<file path="config.mk">
export PLATFORM = sky130hd
export DESIGN_NAME = alu_mc_unit
export DESIGN_NICKNAME = d
export VERILOG_FILES = /design/src/rtl/alu_mc_unit.sv
export SDC_FILE = /design/constraint.sdc
export NUM_CORES = 1
export LEC_CHECK = 0
export ABC_CLOCK_PERIOD_IN_PS = 6350
export CAP_MARGIN = 15
export CORE_ASPECT_RATIO = 1.5
export CORE_MARGIN = 4
export CORE_UTILIZATION = 30
export DETAILED_ROUTE_END_ITERATION = 8
export GPL_ROUTABILITY_DRIVEN = 0
export PLACE_DENSITY = 0.5
export SYNTH_ARGS = -nofsm -noshare
export SYNTH_HDL_FRONTEND = slang
export SYNTH_SLANG_ARGS = --single-unit
</file>
<file path="constraint.sdc">
create_clock -name clk_i -period 6.35 [get_ports clk_i]
set_input_delay 0.9525 -clock clk_i [delete_from_list [all_inputs] [get_ports clk_i]]
set_output_delay 0.9525 -clock clk_i [all_outputs]
set_load 0.05 [all_outputs]
</file>
<file path="src/rtl/alu_mc_unit.sv">
// alu_mc_unit: registered ALU-op decode and execute with an iterative shift-add multiplier
module alu_mc_unit #(
  parameter int WIDTH = 32
) (
  input  logic             clk_i,
  input  logic             rst_i,
  input  logic             valid_i,
  input  logic             flush_i,
  input  logic [1:0]       aluop_i,
  input  logic [5:0]       funct_i,
  input  logic [WIDTH-1:0] data1_i,
  input  logic [WIDTH-1:0] data2_i,
  output logic [WIDTH-1:0] result_o,
  output logic             zero_o,
  output logic             valid_o,
  output logic             busy_o
);
  localparam int CW = $clog2(WIDTH) + 1;
  localparam logic [2:0] OP_NONE = 3'b000;
  localparam logic [2:0] OP_ADD  = 3'b001;
  localparam logic [2:0] OP_SUB  = 3'b010;
  localparam logic [2:0] OP_AND  = 3'b011;
  localparam logic [2:0] OP_OR   = 3'b100;
  localparam logic [2:0] OP_MUL  = 3'b101;
  typedef enum logic {IDLE, MUL} state_t;
  state_t state, state_nxt;
  logic [2:0]       ctrl;
  logic [WIDTH-1:0] op_res, mcand, mplier, acc, acc_step;
  logic [CW-1:0]    cnt;
  logic             accept, mul_last;
  assign accept   = state == IDLE && valid_i && !flush_i;
  assign mul_last = cnt == CW'(1);
  assign busy_o   = state == MUL;
  // decode op class / funct into a control code and compute single-cycle results
  always_comb begin
    ctrl = aluop_i == 2'b00 ? OP_ADD :
           aluop_i == 2'b01 ? OP_SUB :
           aluop_i == 2'b11 ? OP_OR  :
           funct_i == 6'b100000 ? OP_ADD :
           funct_i == 6'b100010 ? OP_SUB :
           funct_i == 6'b100100 ? OP_AND :
           funct_i == 6'b100101 ? OP_OR  :
           funct_i == 6'b011000 ? OP_MUL : OP_NONE;
    op_res = ctrl == OP_ADD ? data1_i + data2_i :
             ctrl == OP_SUB ? data1_i - data2_i :
             ctrl == OP_AND ? data1_i & data2_i :
             ctrl == OP_OR  ? data1_i | data2_i : '0;
    acc_step = acc + (mplier[0] ? mcand : '0);
  end
  // next state: enter MUL on an accepted mul, leave on last step or flush
  always_comb begin
    state_nxt = state;
    state_nxt = state == IDLE ? (accept && ctrl == OP_MUL ? MUL : IDLE) :
                (flush_i || mul_last ? IDLE : MUL);
  end
  // state register
  always_ff @(posedge clk_i or posedge rst_i) begin
    if (rst_i) state <= IDLE;
    else state <= state_nxt;
  end
  // datapath: operand capture, shift-add step and registered outputs
  always_ff @(posedge clk_i or posedge rst_i) begin
    if (rst_i) begin
      result_o <= '0;
      zero_o   <= 1'b1;
      valid_o  <= 1'b0;
      mcand    <= '0;
      mplier   <= '0;
      acc      <= '0;
      cnt      <= '0;
    end else begin
      valid_o <= 1'b0;
      if (state == IDLE) begin
        if (accept && ctrl == OP_MUL) begin
          mcand  <= data1_i;
          mplier <= data2_i;
          acc    <= '0;
          cnt    <= CW'(WIDTH);
        end else if (accept) begin
          result_o <= op_res;
          zero_o   <= op_res == '0;
          valid_o  <= 1'b1;
        end
      end else if (flush_i) begin
        cnt <= '0;
      end else begin
        acc    <= acc_step;
        mcand  <= mcand << 1;
        mplier <= mplier >> 1;
        cnt    <= cnt - CW'(1);
        if (mul_last) begin
          result_o <= acc_step;
          zero_o   <= acc_step == '0;
          valid_o  <= 1'b1;
        end
      end
    end
  end
endmodule

</file>
==> results.py <==
metrics = {
    "floorplan": {
        "start_util_pct": 30.5,
        "dieArea_sq_um": 46600,
        "core_sq_um": 42400,
        "die_h_um": 262,
        "std_cell_rows": 92,
        "die_w_um": 178,
        "io_pins": 111,
    },
    "critical_path": {
        "r2r_end": "zero_o$_DFFE_PP1P_",
        "path_max_fanout": 11,
        "critPathKind": "input port to flip-flop",
        "cp.required_ps": 6740,
        "r2r_slack_ps": 1740,
        "path_cells": "clkdlybuf4s50_1 -> inv_1 -> ha_1 -> nor4_1 -> nand2_1 -> o21ai_0 -> nor2_1 -> a21oi_1 -> o31ai_1 -> o2bb2ai_1 -> nand4_1 -> nor4_1 -> nand4_1 -> o41ai_2 -> o21bai_1",
        "worstPathArrival_ps": 5410,
        "r2r_start": "mplier[0]$_DFFE_PP0P_",
        "crit_path_end": "zero_o$_DFFE_PP1P_",
        "startpoint_type": "input port",
        "reg2regPathDepth": 14,
        "critPathMaxStageDelay_ps": 550,
        "cp-end-kind": "flip-flop",
        "crit_path_start": "data1_i[13]",
        "cpMaxStageDelayCell": "clkdlybuf4s50_1",
    },
    "synthesis": {
        "yosys-top-cells-area": "dfrtp_1, ha_1, o21ai_0",
        "synth_cell_types": 88,
        "syn_inst": 1644,
        "synth_top_area_share_pct": 26.3,
        "synth_edf_count": 0,
        "ys_warn_count": 0,
        "netlist_area_sq_um": 12900,
        "synth_flop_cell": "dfrtp_1",
        "synth-seq-area-share_pct": 26.5,
        "syn_nets": 1851,
        "yosysTopAreaCell": "dfrtp_1",
        "ys_ff_latch": 137,
        "syn_area_per_cell_sq_um": 7.87,
        "async_flop_share_pct": 100,
    },
    "routing": {
        "drt_iter0_markers": 789,
        "num_vias": 12500,
        "drtAntennaViolNets": 0,
        "wl_per_cell_um": 20.0,
        "via_per_inst": 5.47,
        "drcViolationCount": 0,
        "firstDrtPassIters": 5,
        "wl_um": 45500,
    },
    "sta": {
        "setup_slack_ps": 1330,
        "slew_violations": 0,
        "timing.hold.ws_ps": 476,
        "fmax_ghz": 0.199,
        "hold_viol": 0,
        "tightest_slew_ps": 1010,
        "fin_setup_tns_ps": 0,
        "finalSetupViolCount": 0,
        "rsz0062_at_grt": "false",
        "min_period_ps": 5020,
        "fin_worst_skew_ps": 13.5,
        "timing.final.crit_share_pct": 79.0,
        "max_slew_margin_pct": 32.9,
    },
    "clock_tree": {
        "post_cts.repair.setup_buffers": 0,
        "clk_latency_ps": 460,
        "htreeDepth": 4,
        "numCtsBuffers": 17,
        "cts_tree": "built",
        "clock_path_buffers": 2,
        "clkSlewWorstSetupHoldPaths_ps": 70,
        "cts.repair.resized": 0,
        "ctsHoldBuffers": 0,
        "cts.sinks": 137,
        "cts_root_buffer": "clkbuf_16",
    },
    "place": {
        "place_ws_ps": 1020,
        "dp_hpwl_um": 35500,
        "io_buffers": 110,
        "placed_cell_area_sq_um": 14500,
    },
    "power_and_ir_drop": {
        "peakVddDrop_v": 0.000110,
        "leakage_nw": 6.69,
        "p_total_mw": 3.02,
        "power_density_nw_per_um2": 199,
    },
    "cells_and_area": {
        "final_cell_area_sq_um": 15100,
        "fin_nets": 1910,
        "drive_gt1_share_pct": 5.59,
        "area_growth_pct": 17.1,
        "antenna_cells": 0,
    },
    "grt": {
        "antenna_found_initial": 0,
        "grt_pass1_wl_um": 71300,
        "grt_overflow_total": 0,
        "first_global_vias": 12600,
        "grt_usage_pct": 19.3,
        "grt_max_degree": 87,
    },
    "flow_run": {
        "drv_cap": 0,
    },
    "outcome": {
        "status": "completed",
    },
    "hold_path": {
        "min-delay-path-class": "flip-flop to flip-flop",
    },
}
-- per-stage QoR --
stage / instances / util [%]
after global routing: 2280 / 35.8
final: 2280 / 35.8
after global placement: 2248 / 34.3
after CTS: 2280 / 35.8
after floorplan: 1644 / -
after detailed placement: 2248 / 34.3
-- worst min path at each step --
stage / startpoint / endpoint / slack [ps] / cells past startpoint
floorplan: acc[14]$_DFFE_PP0P_ / acc[14]$_DFFE_PP0P_ / 450 / 2
global placement: result_o[24]$_DFFE_PP0P_ / result_o[24]$_DFFE_PP0P_ / 460 / 2
detailed placement: mplier[10]$_DFFE_PP0P_ / mplier[10]$_DFFE_PP0P_ / 470 / 2
CTS: result_o[17]$_DFFE_PP0P_ / result_o[17]$_DFFE_PP0P_ / 490 / 2
global route: result_o[2]$_DFFE_PP0P_ / result_o[2]$_DFFE_PP0P_ / 510 / 2
finish: result_o[17]$_DFFE_PP0P_ / result_o[17]$_DFFE_PP0P_ / 480 / 2
-- Yosys cell counts, types with 10 or more instances --
master and instances:
ha_1 128, nand2_1 210, xnor2_1 28, o211ai_1 31, o21ai_0 180, nand3_1 25
o21a_1 13, a21oi_1 129, xor2_1 10, inv_1 102, dfrtp_1 136, clkbuf_1 65
o31ai_1 22, nand4_1 16, and2_1 38, nand2b_1 11, and3_1 11, or2_2 13
a31oi_1 10, a22o_1 14, nor2b_1 14, buf_2 12, nor3_1 30, a21o_1 25
mux2i_1 74, nor2_1 108, o22ai_1 15
-- placed cells by master, fill, tap and decap left out, drive strengths merged, types with 30 or more instances in the layout --
cell / instances
o21ai: 187
o211ai: 31
mux2i: 74
clkdlybuf4s50: 110
nor3: 30
a21oi: 129
dfrtp: 136
nor2: 109
inv: 109
ha: 128
nand2: 210
and2: 38
-- area by class of cell --
type	count	area, sq um
clock buffer	19	443
clock inverter	13	170
fill	4537	27200
inverter	107	407
multi-input combinational	1313	8760
sequential	137	3430
tap	564	706
timing repair buffer	127	1230
-- logic make-up after synthesis --
group	Yosys count	synth area share [%]
simple gates	523	19.3
compound gates	542	26.6
xor+xnor	38	2.57
fa+ha+maj	131	12.8
flops	137	26.5
mux	79	6.16
buf+inv	194	5.95
-- critical path, delay by kind of cell --
| kind | cells | cell delay, ps |
|---|---|---|
| AO/OA/AOI/OAI | 6 | 1940 |
| adder cells (fa/ha/maj) | 1 | 450 |
| buffers and inverters | 2 | 620 |
| AND/OR/NAND/NOR | 6 | 1430 |
-- state kept, by name, summed over array words and instances, names as in the netlist --
name and count:
mplier 32, result_o 32, busy_o 1, mcand 32, zero_o 1, cnt 6, acc 32, valid_o 1
-- metal layers --
metal	wire, um	vias up	global-route usage, %
met5	0	-	0
met3	2180	76	2.42
met4	1290	0	6.88
met2	22900	384	33.5
met1	19200	5998	24.4
li1	-	6024	-
-- power breakdown --
group,internal [mW],leakage (nW),switching [mW]
Combinational,0.333,4.56,0.616
Clock,0.633,0.295,0.456
Sequential,0.936,1.84,0.0485
No activity file was read; power rests on OpenSTA's default activity.
